**config.mk**
```make
export PLATFORM = sky130hd
export DESIGN_NAME = axi_lite_master_arb
export DESIGN_NICKNAME = d
export VERILOG_FILES = /design/src/rtl/axi_lite_master_arb.sv
export SDC_FILE = /design/constraint.sdc
export NUM_CORES = 1
export LEC_CHECK = 0
export CELL_PAD_IN_SITES_DETAIL_PLACEMENT = 0
export CELL_PAD_IN_SITES_GLOBAL_PLACEMENT = 1
export CORE_MARGIN = 5
export CORE_UTILIZATION = 28
export CTS_CLUSTER_DIAMETER = 200
export DETAILED_ROUTE_END_ITERATION = 10
export PLACE_DENSITY_LB_ADDON = 0.05
export SETUP_SLACK_MARGIN = 0.2
export SLEW_MARGIN = 20
export SYNTH_ARGS = -nofsm -noshare
export SYNTH_HDL_FRONTEND = slang
export SYNTH_SLANG_ARGS = --single-unit
```
**constraint.sdc**
```tcl
create_clock -name ACLK -period 1.6 [get_ports ACLK]
set_input_delay 0.24 -clock ACLK [delete_from_list [all_inputs] [get_ports ACLK]]
set_output_delay 0.24 -clock ACLK [all_outputs]
set_load 0.05 [all_outputs]
```
**src/rtl/axi_lite_master_arb.sv**
```systemverilog
// Two-requester AXI4-Lite master. A round-robin arbiter picks one requester
// in IDLE, then one transaction runs to completion before the next grant.
module axi_lite_master_arb (
  input  logic        ACLK,
  input  logic        ARESETn,
  input  logic [1:0]  req_valid,
  input  logic [1:0]  req_we,
  input  logic [63:0] req_addr,
  input  logic [63:0] req_wdata,
  input  logic [7:0]  req_wstrb,
  output logic [1:0]  req_done,
  output logic [31:0] rsp_rdata,
  output logic [1:0]  rsp_resp,
  output logic        AWVALID,
  input  logic        AWREADY,
  output logic [31:0] AWADDR,
  output logic [2:0]  AWPROT,
  output logic        WVALID,
  input  logic        WREADY,
  output logic [31:0] WDATA,
  output logic [3:0]  WSTRB,
  input  logic        BVALID,
  output logic        BREADY,
  input  logic [1:0]  BRESP,
  output logic        ARVALID,
  input  logic        ARREADY,
  output logic [31:0] ARADDR,
  output logic [2:0]  ARPROT,
  input  logic        RVALID,
  output logic        RREADY,
  input  logic [31:0] RDATA,
  input  logic [1:0]  RRESP
);

  typedef enum logic [2:0] {IDLE, WR, WB, RA, RD, RSP} state_t;

  state_t      state;
  logic        grant;   // requester owning the transaction in flight
  logic        last;    // requester granted most recently
  logic        pick;
  logic [31:0] sel_addr;
  logic [31:0] sel_wdata;
  logic [3:0]  sel_wstrb;
  logic        sel_we;
  logic        aw_ok;
  logic        w_ok;

  assign AWPROT = '0;
  assign ARPROT = '0;

  // A channel is finished once its VALID has dropped or is handshaking now.
  assign aw_ok = !AWVALID || AWREADY;
  assign w_ok  = !WVALID  || WREADY;

  // Round-robin choice: on a tie the requester not granted last wins.
  always_comb begin
    pick = 1'b0;
    if (req_valid == 2'b11)
      pick = ~last;
    else if (req_valid[1])
      pick = 1'b1;
    sel_addr  = pick ? req_addr[63:32]  : req_addr[31:0];
    sel_wdata = pick ? req_wdata[63:32] : req_wdata[31:0];
    sel_wstrb = pick ? req_wstrb[7:4]   : req_wstrb[3:0];
    sel_we    = pick ? req_we[1]        : req_we[0];
  end

  // Transaction FSM with all AXI handshake outputs registered.
  always_ff @(posedge ACLK or negedge ARESETn) begin
    if (!ARESETn) begin
      state     <= IDLE;
      grant     <= 1'b0;
      last      <= 1'b1;
      req_done  <= '0;
      rsp_rdata <= '0;
      rsp_resp  <= '0;
      AWVALID   <= 1'b0;
      AWADDR    <= '0;
      WVALID    <= 1'b0;
      WDATA     <= '0;
      WSTRB     <= '0;
      BREADY    <= 1'b0;
      ARVALID   <= 1'b0;
      ARADDR    <= '0;
      RREADY    <= 1'b0;
    end else begin
      case (state)
        IDLE: begin
          if (|req_valid) begin
            grant <= pick;
            if (sel_we) begin
              AWADDR  <= sel_addr;
              WDATA   <= sel_wdata;
              WSTRB   <= sel_wstrb;
              AWVALID <= 1'b1;
              WVALID  <= 1'b1;
              state   <= WR;
            end else begin
              ARADDR  <= sel_addr;
              ARVALID <= 1'b1;
              state   <= RA;
            end
          end
        end
        WR: begin
          if (AWVALID && AWREADY) AWVALID <= 1'b0;
          if (WVALID && WREADY)   WVALID  <= 1'b0;
          if (aw_ok && w_ok) begin
            BREADY <= 1'b1;
            state  <= WB;
          end
        end
        WB: begin
          if (BVALID) begin
            BREADY    <= 1'b0;
            rsp_resp  <= BRESP;
            rsp_rdata <= '0;
            req_done  <= {grant, ~grant};
            state     <= RSP;
          end
        end
        RA: begin
          if (ARREADY) begin
            ARVALID <= 1'b0;
            RREADY  <= 1'b1;
            state   <= RD;
          end
        end
        RD: begin
          if (RVALID) begin
            RREADY    <= 1'b0;
            rsp_rdata <= RDATA;
            rsp_resp  <= RRESP;
            req_done  <= {grant, ~grant};
            state     <= RSP;
          end
        end
        RSP: begin
          req_done <= '0;
          last     <= grant;
          state    <= IDLE;
        end
        default: state <= IDLE;
      endcase
    end
  end

endmodule

```
==> results.json <==
{
  "antenna_found_initial": 0,
  "final_cell_mix": "clkdlybuf4s50_1, buf_4, dfrtp_1, mux2_4, mux2_2",
  "cp.required_ns": 1.90,
  "endpoint_kind": "flop",
  "clkSinkCount": 146,
  "drive_gt1_frac": 0.526,
  "p_clk_frac": 0.160,
  "grt_pass1_vias": 5823,
  "grt_pass1_wl_mm": 33.5,
  "seq_area_frac_synth": 0.566,
  "cts_tree": "done",
  "path_clk_slew_ns": 0.06,
  "drc": 0,
  "fin_crit_sh": 1.16,
  "syn_avg_cell_area_um2": 14.4,
  "syn_area_mm2": 0.00645,
  "cts-root-buf": "clkbuf_16",
  "cts_buffer_depth": 2,
  "finalPower_w": 0.0267,
  "yosys_register_bits": 146,
  "drtPass1Iterations": 4,
  "swShare": 0.447,
  "synth.area.top_cells": "dfrtp_1, mux2_2, mux2_1",
  "synth_edf_count": 0,
  "via_count": 5228,
  "ios": 330,
  "area_delta_synth_final_pct": 84.2,
  "cts_inserted_buffers": 17,
  "place_ws_ns": -0.672,
  "drt_wl_total_mm": 22.8,
  "initial_utilization": 0.285,
  "cp_data_arrival_time_ns": 2.15,
  "stdcell_count": 1136,
  "path_class": "reg2reg",
  "switching_power_w": 0.0120,
  "fp.dieW_um": 162,
  "drt_iter0_drc": 162,
  "die_h_um": 162,
  "synthFlopType": "dfrtp_1",
  "drv_slew": 0,
  "setup_ws_ns": -0.256,
  "dp.cells": 1065,
  "status": "complete, but fails checks",
  "hold_viol_final": 0,
  "dp_hpwl_mm": 16.0,
  "ys_warn_count": 0,
  "grt_max_degree": 44,
  "nets": 1021,
  "rsz0062_at_grt": "true",
  "diodes": 0,
  "p_per_area_mw_per_mm2": 2250,
  "combPwrFrac": 0.597,
  "track_usage": 0.164,
  "p_int_w": 0.0148,
  "r2r_slack_ns": -0.26,
  "num_rows": 55,
  "p_leak_nw": 5.51,
  "cap_violations": 0,
  "wl_per_cell_um": 20.1,
  "post-route-min-period_ns": 1.86,
  "yosysTopAreaCell": "dfrtp_1",
  "min_path_type": "in2async",
  "ant_nets": 0,
  "violations": "negative setup slack",
  "fin_skew_ns": 0.00772,
  "vias_per_cell": 4.60,
  "setup_viol": 121,
  "max_freq_mhz": 539,
  "start_kind": "flop",
  "coreArea_mm2": 0.0226,
  "crit_fanout": 10,
  "insertion_delay_ns": 0.42,
  "die-area_mm2": 0.0262,
  "ir_drop_v": 0.00118,
  "r2r_cells": 6,
  "final_common_cell": "clkdlybuf4s50_1",
  "fin_util": 0.525,
  "yosysUniqueCellTypes": 35,
  "num-fill-cells": 1945,
  "gp_congestion": 0.736,
  "overflow": 0,
  "hold_ws_ns": 0.319,
  "port_buffers": 323,
  "power_frac_seq": 0.243,
  "syn_inst": 447,
  "synthArstFlopShare": 1.00,
  "htreeDepth": 4,
  "yosysTopAreaCellShare": 0.562
}
area by class of cell:
| cell class | instances | area [um^2] | share of cell area |
|---|---|---|---|
| Tap cell | 285 | 357 | 0.0300 |
| Clock buffer | 17 | 425 | 0.0358 |
| Clock inverter | 15 | 205 | 0.0173 |
| Inverter | 2 | 7.51 | 0.000631 |
| Timing Repair Buffer | 402 | 4060 | 0.342 |
| Multi-Input combinational cell | 269 | 3180 | 0.267 |
| Sequential cell | 146 | 3660 | 0.308 |
critical path, stage by stage (launching register included):
cell and delay (ns):
dfstp_2 0.57, a21boi_4 0.09, mux2i_4 0.23, nor2_4 0.20
buf_6 0.17, buf_16 0.16, mux2_4 0.31
Yosys cell counts, types with 2 or more instances:
| master | number |
|---|---|
| dfrtp_1 | 145 |
| nand2b_1 | 3 |
| a21o_1 | 3 |
| a21oi_1 | 3 |
| inv_1 | 2 |
| clkbuf_1 | 13 |
| nor4b_1 | 3 |
| buf_2 | 5 |
| nand2_1 | 8 |
| buf_6 | 3 |
| o31ai_1 | 3 |
| a22o_1 | 33 |
| buf_4 | 14 |
| mux2_2 | 135 |
| nor2_1 | 4 |
| nand3_1 | 2 |
| mux2_1 | 34 |
| o21ai_0 | 8 |
| nor2b_1 | 2 |
| nand3b_1 | 5 |
| or2_2 | 3 |
| mux2i_1 | 3 |
worst paths after layout:
check,to,from
max in group asynchronous,state[1]$_DFFE_PN0P_,ARESETn
hold / removal,AWADDR[11]$_DFFE_PN0P_,ARESETn
min in group ACLK,rsp_rdata[15]$_DFFE_PN0P_,RDATA[15]
hold reg to reg,rsp_resp[1]$_DFFE_PN0P_,rsp_resp[1]$_DFFE_PN0P_
setup / recovery,WDATA[28]$_DFFE_PN0P_,last$_DFFE_PN1P_
setup reg to reg,WDATA[28]$_DFFE_PN0P_,last$_DFFE_PN1P_
flip-flops by register name, summed over array words and instances, names as in the netlist:
signal and cells:
req_done 2, rsp_resp 2, BREADY 1, rsp_rdata 32
grant 1, AWVALID 1, state 3, AWADDR 32
RREADY 1, ARVALID 1, WDATA 32, WVALID 1
ARADDR 32, WSTRB 4, last 1
through the flow:
step / TNS (ns) / area, um^2
after floorplan: -4.09 / 6680
after global placement: -58.95 / 10100
after detailed placement: -64.23 / 10100
after CTS: -23.46 / 11400
after global routing: -32.33 / 11900
final: -22.61 / 11900
layer usage:
layer | part of all wire | global-route usage | wire length (um)
met2 | 0.52 | 0.292 | 11800
met5 | 0 | 0 | 0
met3 | 0.066 | 0.0513 | 1510
met4 | 0.013 | 0.0446 | 299
met1 | 0.41 | 0.191 | 9250
cells by family after synthesis:
family | Yosys count | synth area share
multiplexers | 172 | 0.300
flip-flops | 146 | 0.566
AO/OA/AOI/OAI | 55 | 0.0663
buffers and inverters | 37 | 0.0341
AND/OR/NAND/NOR | 36 | 0.0332
other | 1 | 0.000581
power groups by stage:
stage          logic (W)  registers (W)  clock network (W)
4_1_cts           0.0152        0.00648            0.00442
6_report          0.0159        0.00649            0.00429
2_1_floorplan    0.00347         0.0122                  0
3_3_place_gp      0.0138        0.00647                  0
5_1_grt           0.0166        0.00671            0.00456
3_5_place_dp      0.0140        0.00647                  0
timing repair:
item	in CTS	in global routing
hold buffers	1	0
setup endpoints to repair	142	145
hold endpoints to repair	38	0
buffers inserted	13	8
gates cloned	9	8
gates resized for setup	79	70
pin swaps	7	9
Power figures use the tool's default switching activity.
==> patch: new RTL, same flow settings <==
The 6 states of `state_t` get a one-hot encoding in 6 bits.
--- a/src/rtl/axi_lite_master_arb.sv
+++ b/src/rtl/axi_lite_master_arb.sv
@@ -34,3 +34,3 @@
 
-  typedef enum logic [2:0] {IDLE, WR, WB, RA, RD, RSP} state_t;
+  typedef enum logic [5:0] {IDLE = 6'b000001, WR = 6'b000010, WB = 6'b000100, RA = 6'b001000, RD = 6'b010000, RSP = 6'b100000} state_t;
 
Function: no difference found for any inputs over 4 cycles, from zero or initial values and one cycle with ARESETn low; so few cycles prove little.
==> patch against the unedited design <==
  * The flow still finishes with violations (negative setup slack)
  * Total power rose by 1.2%
  * Sequential cell count grew 3
  * Fmax shrank 8.3%
  * Setup slack got worse by 0.17 ns
  * Clock power fell by 5.4%
  * Cell area fell by 2.1%
  * Area after synthesis rose by 2.2%
  * Routed wire length is 4.4% lower
  * Worst hold slack worse by 0.065 ns
==> patch: results (changes against the unedited design) <==
Outcome
  • Status: complete, but fails checks
  • Violated checks: negative setup slack

Final layout
  • Final clock-cell share: 5.07% (-0.23 points)
  • Post-layout nets: 1027 (+0.59%)
  • Buffers, non-clock: 398 (-1.0%)
  • FF/Latch Area: 3730 sq um (+2.1%)
  • Inverters, non-clock: 7 (+5)
  • Antenna Cells: 1 (+1)
  • Fill cells: 2067 (+6.3%)
  • Count of multi-input gates: 271 (+0.74%)

Global route
  • All-Layer GR Usage: 15.9% (-0.56 points)
  • First-pass GRT wire length: 32.9 mm (-1.5%)
  • Met1 Usage GRT: 18.9% (-0.25 points)

Timing
  • Final setup fails: 149 (+23%)
  • Clock Skew: 0.0135 ns (+0.00582 ns)
  • Worst setup margin: -0.424 ns (-0.167 ns)
  • Min Hold Slack: 0.254 ns (-0.0650 ns)

Clocking
  • Post-CTS Setup Inserts: 14 (+1)
  • Post-cts sizing count: 36 (-54%)

Synth
  • Unique masters post-synth: 44 (+26%)
  • Gate Count Post-Synth: 453 (+1.3%)
  • Synth top cells by count: 163 x mux2_2, 147 x dfrtp_1, 33 x a22o_1
  • Sequential cell area fraction in the yosys report: 56.5% (-0.089 points)

Placement
  • Placed cell count: 1115 (+4.7%)
  • Dpl ws: -0.636 ns (+0.0358 ns)

Worst setup path
  • Slowest cell on crit path: or4_4
  • Worst Setup EP: rsp_rdata[29]
  • R2R Path Start: state[3]
  • CP top delay family: simple AND/OR/NAND/NOR gates
  • Arrival time of the worst setup path: 2.33 ns (+0.18 ns)
  • RR Endpoint: rsp_rdata[29]

Routing
  • Routed vias: 5202 (-0.50%)
  • DR WL/cell: 18.5 um (-7.7%)
  • Wire length on met2: 10.8 mm (-7.9%)
[patch: changes by cell type after synthesis, sizes merged, moves of 3 or more]
cell,unedited run,this run
a21oi,3,0
and3,0,3
clkbuf,13,7
inv,2,7
mux2,169,172
nand2,8,13
nor4,0,3
o21ai,9,4
[patch: cell families (layout without fill, tap and decap cells)]
| family | count (synthesis) | after routing | synth area share [%] |
|---|---|---|---|
| buffers and inverters | 38 | 437 | 3.28 |
| other | 1 | 7 | 0.0568 |
| flip-flops | 149 | 149 | 56.5 |
| AO/OA/AOI/OAI | 47 | 47 | 5.90 |
| AND/OR/NAND/NOR | 43 | 43 | 4.42 |
| multiplexers | 175 | 175 | 29.8 |
[patch: report_power, final]
part	total [mW]	leakage (nW)	switching [mW]	internal (mW)
combinational	16.3	3.22	9.35	6.98
sequential	6.65	1.80	1.07	5.59
clock	4.06	0.278	1.69	2.37
total	27.0	5.30	12.1	14.9
